`src/rtl/ins_counter_n_pkg.sv`:
```
// Shared control definitions for the NW datapath counters: counting modes
// and the counter state encoding.
package nw_ctrl_pkg;

  localparam int MODE_WRAP = 0;
  localparam int MODE_SAT  = 1;

  typedef enum logic {
    COUNT = 1'b0,
    HOLD  = 1'b1
  } cnt_state_e;

endpackage

```
`src/rtl/ins_counter_n_if.sv`:
```
// Control/status bundle between a counter user (master) and the event counter
// (slave); clock and reset travel separately.
interface ins_counter_n_if #(
  parameter int CNT_W  = 8,
  parameter int WRAP_W = 8
);

  logic              clr;
  logic              en_ins;
  logic              load_term;
  logic [CNT_W-1:0]  term_in;
  logic [CNT_W-1:0]  count;
  logic [CNT_W-1:0]  term;
  logic              hit;
  logic              done;
  logic [WRAP_W-1:0] rounds;
  logic              term_err;

  modport master (
    output clr, en_ins, load_term, term_in,
    input  count, term, hit, done, rounds, term_err
  );

  modport slave (
    input  clr, en_ins, load_term, term_in,
    output count, term, hit, done, rounds, term_err
  );

endinterface

```
`src/rtl/ins_counter_n.sv`:
```
// Event counter with programmable terminal value, wrap or saturate behaviour,
// a round counter and rejection of zero terminal loads.
module ins_counter_n
  import nw_ctrl_pkg::*;
#(
  parameter int CNT_W    = 8,
  parameter int TERM_RST = 4,
  parameter int SAT_MODE = 0,
  parameter int WRAP_W   = 8
) (
  input logic            clk,
  input logic            rst,
  ins_counter_n_if.slave bus
);

  localparam logic [CNT_W-1:0]  CNT_ONE   = CNT_W'(1);
  localparam logic [WRAP_W-1:0] RND_ONE   = WRAP_W'(1);
  localparam logic [CNT_W-1:0]  TERM_INIT = CNT_W'(TERM_RST);

  cnt_state_e        state_q, state_d;
  logic [CNT_W-1:0]  count_q, count_d;
  logic [CNT_W-1:0]  term_q, term_d;
  logic [WRAP_W-1:0] rounds_q, rounds_d;
  logic              done_q, done_d;
  logic              term_err_q, term_err_d;

  logic loadAccept;
  logic loadReject;
  logic atTerm;
  logic event_hit;

  assign loadAccept = bus.load_term && (bus.term_in != '0);
  assign loadReject = bus.load_term && (bus.term_in == '0);
  // Compared in CNT_W bits so that term=1 makes every enabled cycle terminal.
  assign atTerm     = (count_q == (term_q - CNT_ONE));

  assign event_hit = !rst && !bus.clr && !loadAccept && (state_q == COUNT)
                     && bus.en_ins && atTerm;

  always_comb begin
    state_d    = state_q;
    count_d    = count_q;
    term_d     = term_q;
    rounds_d   = rounds_q;
    done_d     = done_q;
    term_err_d = 1'b0;
    if (bus.clr) begin
      state_d  = COUNT;
      count_d  = '0;
      rounds_d = '0;
      done_d   = 1'b0;
    end else if (loadAccept) begin
      state_d = COUNT;
      term_d  = bus.term_in;
      count_d = '0;
      done_d  = 1'b0;
    end else begin
      term_err_d = loadReject;
      if (event_hit) begin
        rounds_d = rounds_q + RND_ONE;
        if (SAT_MODE == MODE_SAT) begin
          done_d  = 1'b1;
          state_d = HOLD;
        end else begin
          count_d = '0;
        end
      end else if ((state_q == COUNT) && bus.en_ins) begin
        count_d = count_q + CNT_ONE;
      end
    end
  end

  always_ff @(posedge clk) begin
    if (rst) begin
      state_q    <= COUNT;
      count_q    <= '0;
      term_q     <= TERM_INIT;
      rounds_q   <= '0;
      done_q     <= 1'b0;
      term_err_q <= 1'b0;
    end else begin
      state_q    <= state_d;
      count_q    <= count_d;
      term_q     <= term_d;
      rounds_q   <= rounds_d;
      done_q     <= done_d;
      term_err_q <= term_err_d;
    end
  end

  assign bus.hit      = event_hit;
  assign bus.count    = count_q;
  assign bus.term     = term_q;
  assign bus.rounds   = rounds_q;
  assign bus.done     = done_q;
  assign bus.term_err = term_err_q;

endmodule

```
`src/flat_wrapper.sv`:
```
// flat-port wrapper written by rule: the top's interface ports become plain ports
module ins_counter_n_flat import nw_ctrl_pkg::*;
#(
  parameter int CNT_W    = 8,
  parameter int TERM_RST = 4,
  parameter int SAT_MODE = 0,
  parameter int WRAP_W   = 8
)
  (clk, rst, bus_clr, bus_en_ins, bus_load_term, bus_term_in, bus_count, bus_term, bus_hit, bus_done, bus_rounds, bus_term_err);
  ins_counter_n_if #(.CNT_W(CNT_W), .WRAP_W(WRAP_W)) bus_i ();
  input logic clk;
  input logic rst;
  input wire logic [$bits(bus_i.clr)-1:0] bus_clr;
  input wire logic [$bits(bus_i.en_ins)-1:0] bus_en_ins;
  input wire logic [$bits(bus_i.load_term)-1:0] bus_load_term;
  input wire logic [$bits(bus_i.term_in)-1:0] bus_term_in;
  output wire logic [$bits(bus_i.count)-1:0] bus_count;
  output wire logic [$bits(bus_i.term)-1:0] bus_term;
  output wire logic [$bits(bus_i.hit)-1:0] bus_hit;
  output wire logic [$bits(bus_i.done)-1:0] bus_done;
  output wire logic [$bits(bus_i.rounds)-1:0] bus_rounds;
  output wire logic [$bits(bus_i.term_err)-1:0] bus_term_err;
  assign bus_i.clr = bus_clr;
  assign bus_i.en_ins = bus_en_ins;
  assign bus_i.load_term = bus_load_term;
  assign bus_i.term_in = bus_term_in;
  assign bus_count = bus_i.count;
  assign bus_term = bus_i.term;
  assign bus_hit = bus_i.hit;
  assign bus_done = bus_i.done;
  assign bus_rounds = bus_i.rounds;
  assign bus_term_err = bus_i.term_err;
  ins_counter_n #(.CNT_W(CNT_W), .TERM_RST(TERM_RST), .SAT_MODE(SAT_MODE), .WRAP_W(WRAP_W)) u_core (.clk(clk), .rst(rst), .bus(bus_i));
endmodule
```
`config.mk`:
```
export PLATFORM = sky130hd
export DESIGN_NAME = ins_counter_n_flat
export DESIGN_NICKNAME = d
export VERILOG_FILES = /design/src/rtl/ins_counter_n_pkg.sv /design/src/rtl/ins_counter_n_if.sv /design/src/rtl/ins_counter_n.sv /design/src/flat_wrapper.sv
export SDC_FILE = /design/constraint.sdc
export NUM_CORES = 1
export LEC_CHECK = 0
export CAP_MARGIN = 20
export CORE_MARGIN = 2
export CORE_UTILIZATION = 50
export CTS_CLUSTER_DIAMETER = 40
export DETAILED_ROUTE_END_ITERATION = 10
export GPL_TIMING_DRIVEN = 0
export PLACE_DENSITY = 0.83
export SYNTH_ARGS = -nofsm -noshare
export SYNTH_HDL_FRONTEND = slang
export SYNTH_SLANG_ARGS = --single-unit
```
`constraint.sdc`:
```
create_clock -name clk -period 5.8 [get_ports clk]
set_input_delay 1.16 -clock clk [delete_from_list [all_inputs] [get_ports clk]]
set_output_delay 1.16 -clock clk [all_outputs]
set_load 0.02 [all_outputs]
```
==> impl_metrics.csv <==
group,metric,value,unit
sta,setup_tns,0,ns
yosys,ys_seq_area_share,37.24,%
yosys,syn_avg_cell_area,8.194,sq um
yosys,yosys_register_bits,25,
grt,gr-usage-all-layers,20.70,%
yosys,synth_cell_types,38,
drt,via_per_inst,5.821,
sta,drv_slew,0,
yosys,synthTopCellsByArea,"dfxtp_1 (37%), xor2_1 (5.9%), a21oi_1 (5.6%)",
die,initial_core_util,53.27,%
die,rows,18,
cells_and_area,layout_commonest_cell,"clkdlybuf4s50_1",
place,port_buffers,37,
cells_and_area,nNetsFinal,222,
clock_tree,postCtsHoldBufs,0,
drt,first_pass_iters,4,
yosys,syn_inst,164,
power_and_ir_drop,power.density,172.0,mW/mm^2
clock_tree,clock_sinks,25,
clock_tree,clock_path_buffers,2,
place,place_hpwl,2430,microns
clock_tree,clk_pin_slew_worst_paths,0.13,ns
die,die_h,55.84,microns
cells_and_area,area_growth_syn_to_layout,32.31,%
yosys,synth_top_area_share,37.24,%
cells_and_area,final_cell_mix,"clkdlybuf4s50_1 (37), dfxtp_1 (25), nor2_1 (17)",
grt,grt_max_degree,14,
drt,drt-total-wl,3254,microns
place,place_inst,231,
clock_tree,ctsResizeCount,0,
sta,rsz0062_at_grt,"false",
cells_and_area,antenna_cells,0,
drt,vias,1368,
power_and_ir_drop,leakage,0.6231,nW
critical_path,startpoint_type,"input port",
sta,max_freq,201.6,MHz
cells_and_area,final_cells,235,
run_status,outcome,"complete, no violations",
sta,setup_viol,0,
sta,worst_clock_skew,0.002649,ns
drt,wire_per_inst,13.85,microns
run,maxCapViolCount,0,
grt,grt_pass1_wl,5299,microns
die,pin_count,40,
clock_tree,cts_buffers,3,
power_and_ir_drop,irDropWorstVdd,121.3,uV
cells_and_area,layout-drive-gt1-share,4.878,%
die,fp.dieArea,0.003118,sq mm
place,gp_congestion,0.7513,
sta,period_minus_slack,4.961,ns
critical_path,end_kind,"primary output",
grt,grt_pass1_vias,1250,
clock_tree,htreeDepth,1,
clock_tree,cts_tree,"yes",
critical_path,path_max_fanout,10,
cells_and_area,nFillCells,222,
clock_tree,postCtsSetupBuffers,0,
worst_hold_path,hold_class,"register to register",
grt,overflow,0,
critical_path,crit_required,4.64,ns
sta,hold_violations,0,
drt,antenna_left,0,
clock_tree,clk_latency,0.31,ns
clock_tree,cts-root-buf,"clkbuf_4",
critical_path,crit_type,"input port to primary output",
place,post_dp_cell_area,0.001752,sq mm
critical_path,cp.arrival,3.80,ns
yosys,yosys_warnings,0,
sta,finalCritPeriodShare,85.54,%
drt,drt-initial-drc-count,49,
grt,antenna_found_initial,0,
drt,drc,0,
yosys,synth_nets,180,
yosys,synth_top_area_cell,"dfxtp_1",
die,core_area,0.002522,sq mm
cells_and_area,design_area,0.001778,sq mm
power_and_ir_drop,p_total,305.8,uW
die,die_w,55.84,microns
yosys,syn_area,0.001344,sq mm
==> worst paths after layout <==
kind                              from              endpoint  slack (ns)  cells after the start
hold / removal    u_core.bus.rounds[7]  u_core.bus.rounds[7]        0.50                      2
setup / recovery        bus_term_in[4]               bus_hit        0.84                      7
setup reg to reg    u_core.bus.term[0]  u_core.bus.rounds[0]        3.08                     10
hold reg to reg   u_core.bus.rounds[7]  u_core.bus.rounds[7]        0.50                      2
==> registers in the layout, indices dropped and copies added (netlist names) <==
signal               count
u_core.bus.count         8
u_core.bus.term_err      1
u_core.bus.rounds        8
u_core.bus.term          8
==> kinds of logic after synthesis <==
| group | share of synthesized area [%] |
|---|---|
| adders and majority gates | 2.794 |
| buffers and inverters | 3.538 |
| xor gates and xnor gates | 9.777 |
| other | 0.2791 |
| and+or+nand+nor | 26.16 |
| DFF | 37.24 |
| AOI/OAI and AO/OA | 19.46 |
| muxes | 0.7449 |
==> synth_stat cells, drive strengths merged <==
cell type	number
nand3	6
a21oi	15
nand2	13
o31ai	5
o31a	1
o211ai	2
o21ai	10
inv	4
and3b	1
o2111ai	1
a31oi	1
nor2b	3
nor4	1
or2	2
ha	3
mux2i	1
xnor2	6
clkbuf	3
dfxtp	25
nor3	4
and3	3
a31o	1
o21a	1
or3	2
or4	7
xor2	9
nand2b	2
nor2	17
a211o	2
a211oi	1
buf	4
conb	1
o21bai	2
nand4	5
==> cell type report <==
type                            instances  area (sq um)  share of cell area, %
Timing Repair Buffer                   37         370.4                  20.83
Inverter                                4         15.01                 0.8445
Buffer                                  7         32.53                  1.830
Sequential cell                        25         500.5                  28.15
Clock buffer                            4         26.28                  1.478
Tap cell                               30         37.54                  2.111
Multi-Input combinational cell        128         795.8                  44.76
==> through the flow <==
step / utilization (%) / setup slack (ns) / hold slack (ns)
2_1_floorplan: - / 1.982 / 0.5511
3_3_place_gp: 69.44 / 0.8704 / 0.4723
3_5_place_dp: 69.44 / 0.8437 / 0.4760
4_1_cts: 70.49 / 0.8361 / 0.4952
5_1_grt: 70.49 / 0.6862 / 0.5250
6_report: 70.49 / 0.8389 / 0.5005
==> where the power goes <==
group | internal (mW) | total (mW) | switching [mW]
sequential | 0.175 | 0.181 | 0.00586
combinational | 0.0239 | 0.0476 | 0.0237
clock | 0.0269 | 0.0776 | 0.0507
==> worst max-delay path, cell delays in order <==
cell and delay [ns]:
clkdlybuf4s50_1 0.42, or4_1 0.59, o21ai_2 0.38, nand2_1 0.23
or2_2 0.38, inv_1 0.06, clkdlybuf4s50_1 0.59
==> routing by layer <==
layer  track usage [%]  vias up  share of wire, %  wire (microns)
li1                  -      669                 -               -
met1             24.49      661                44            1427
met2             37.76       32                51            1662
met3             3.488        6               3.7             120
met4             6.803        0               1.4              44
met5                 0        -                 0               0
Power figures use the tool's default switching activity.
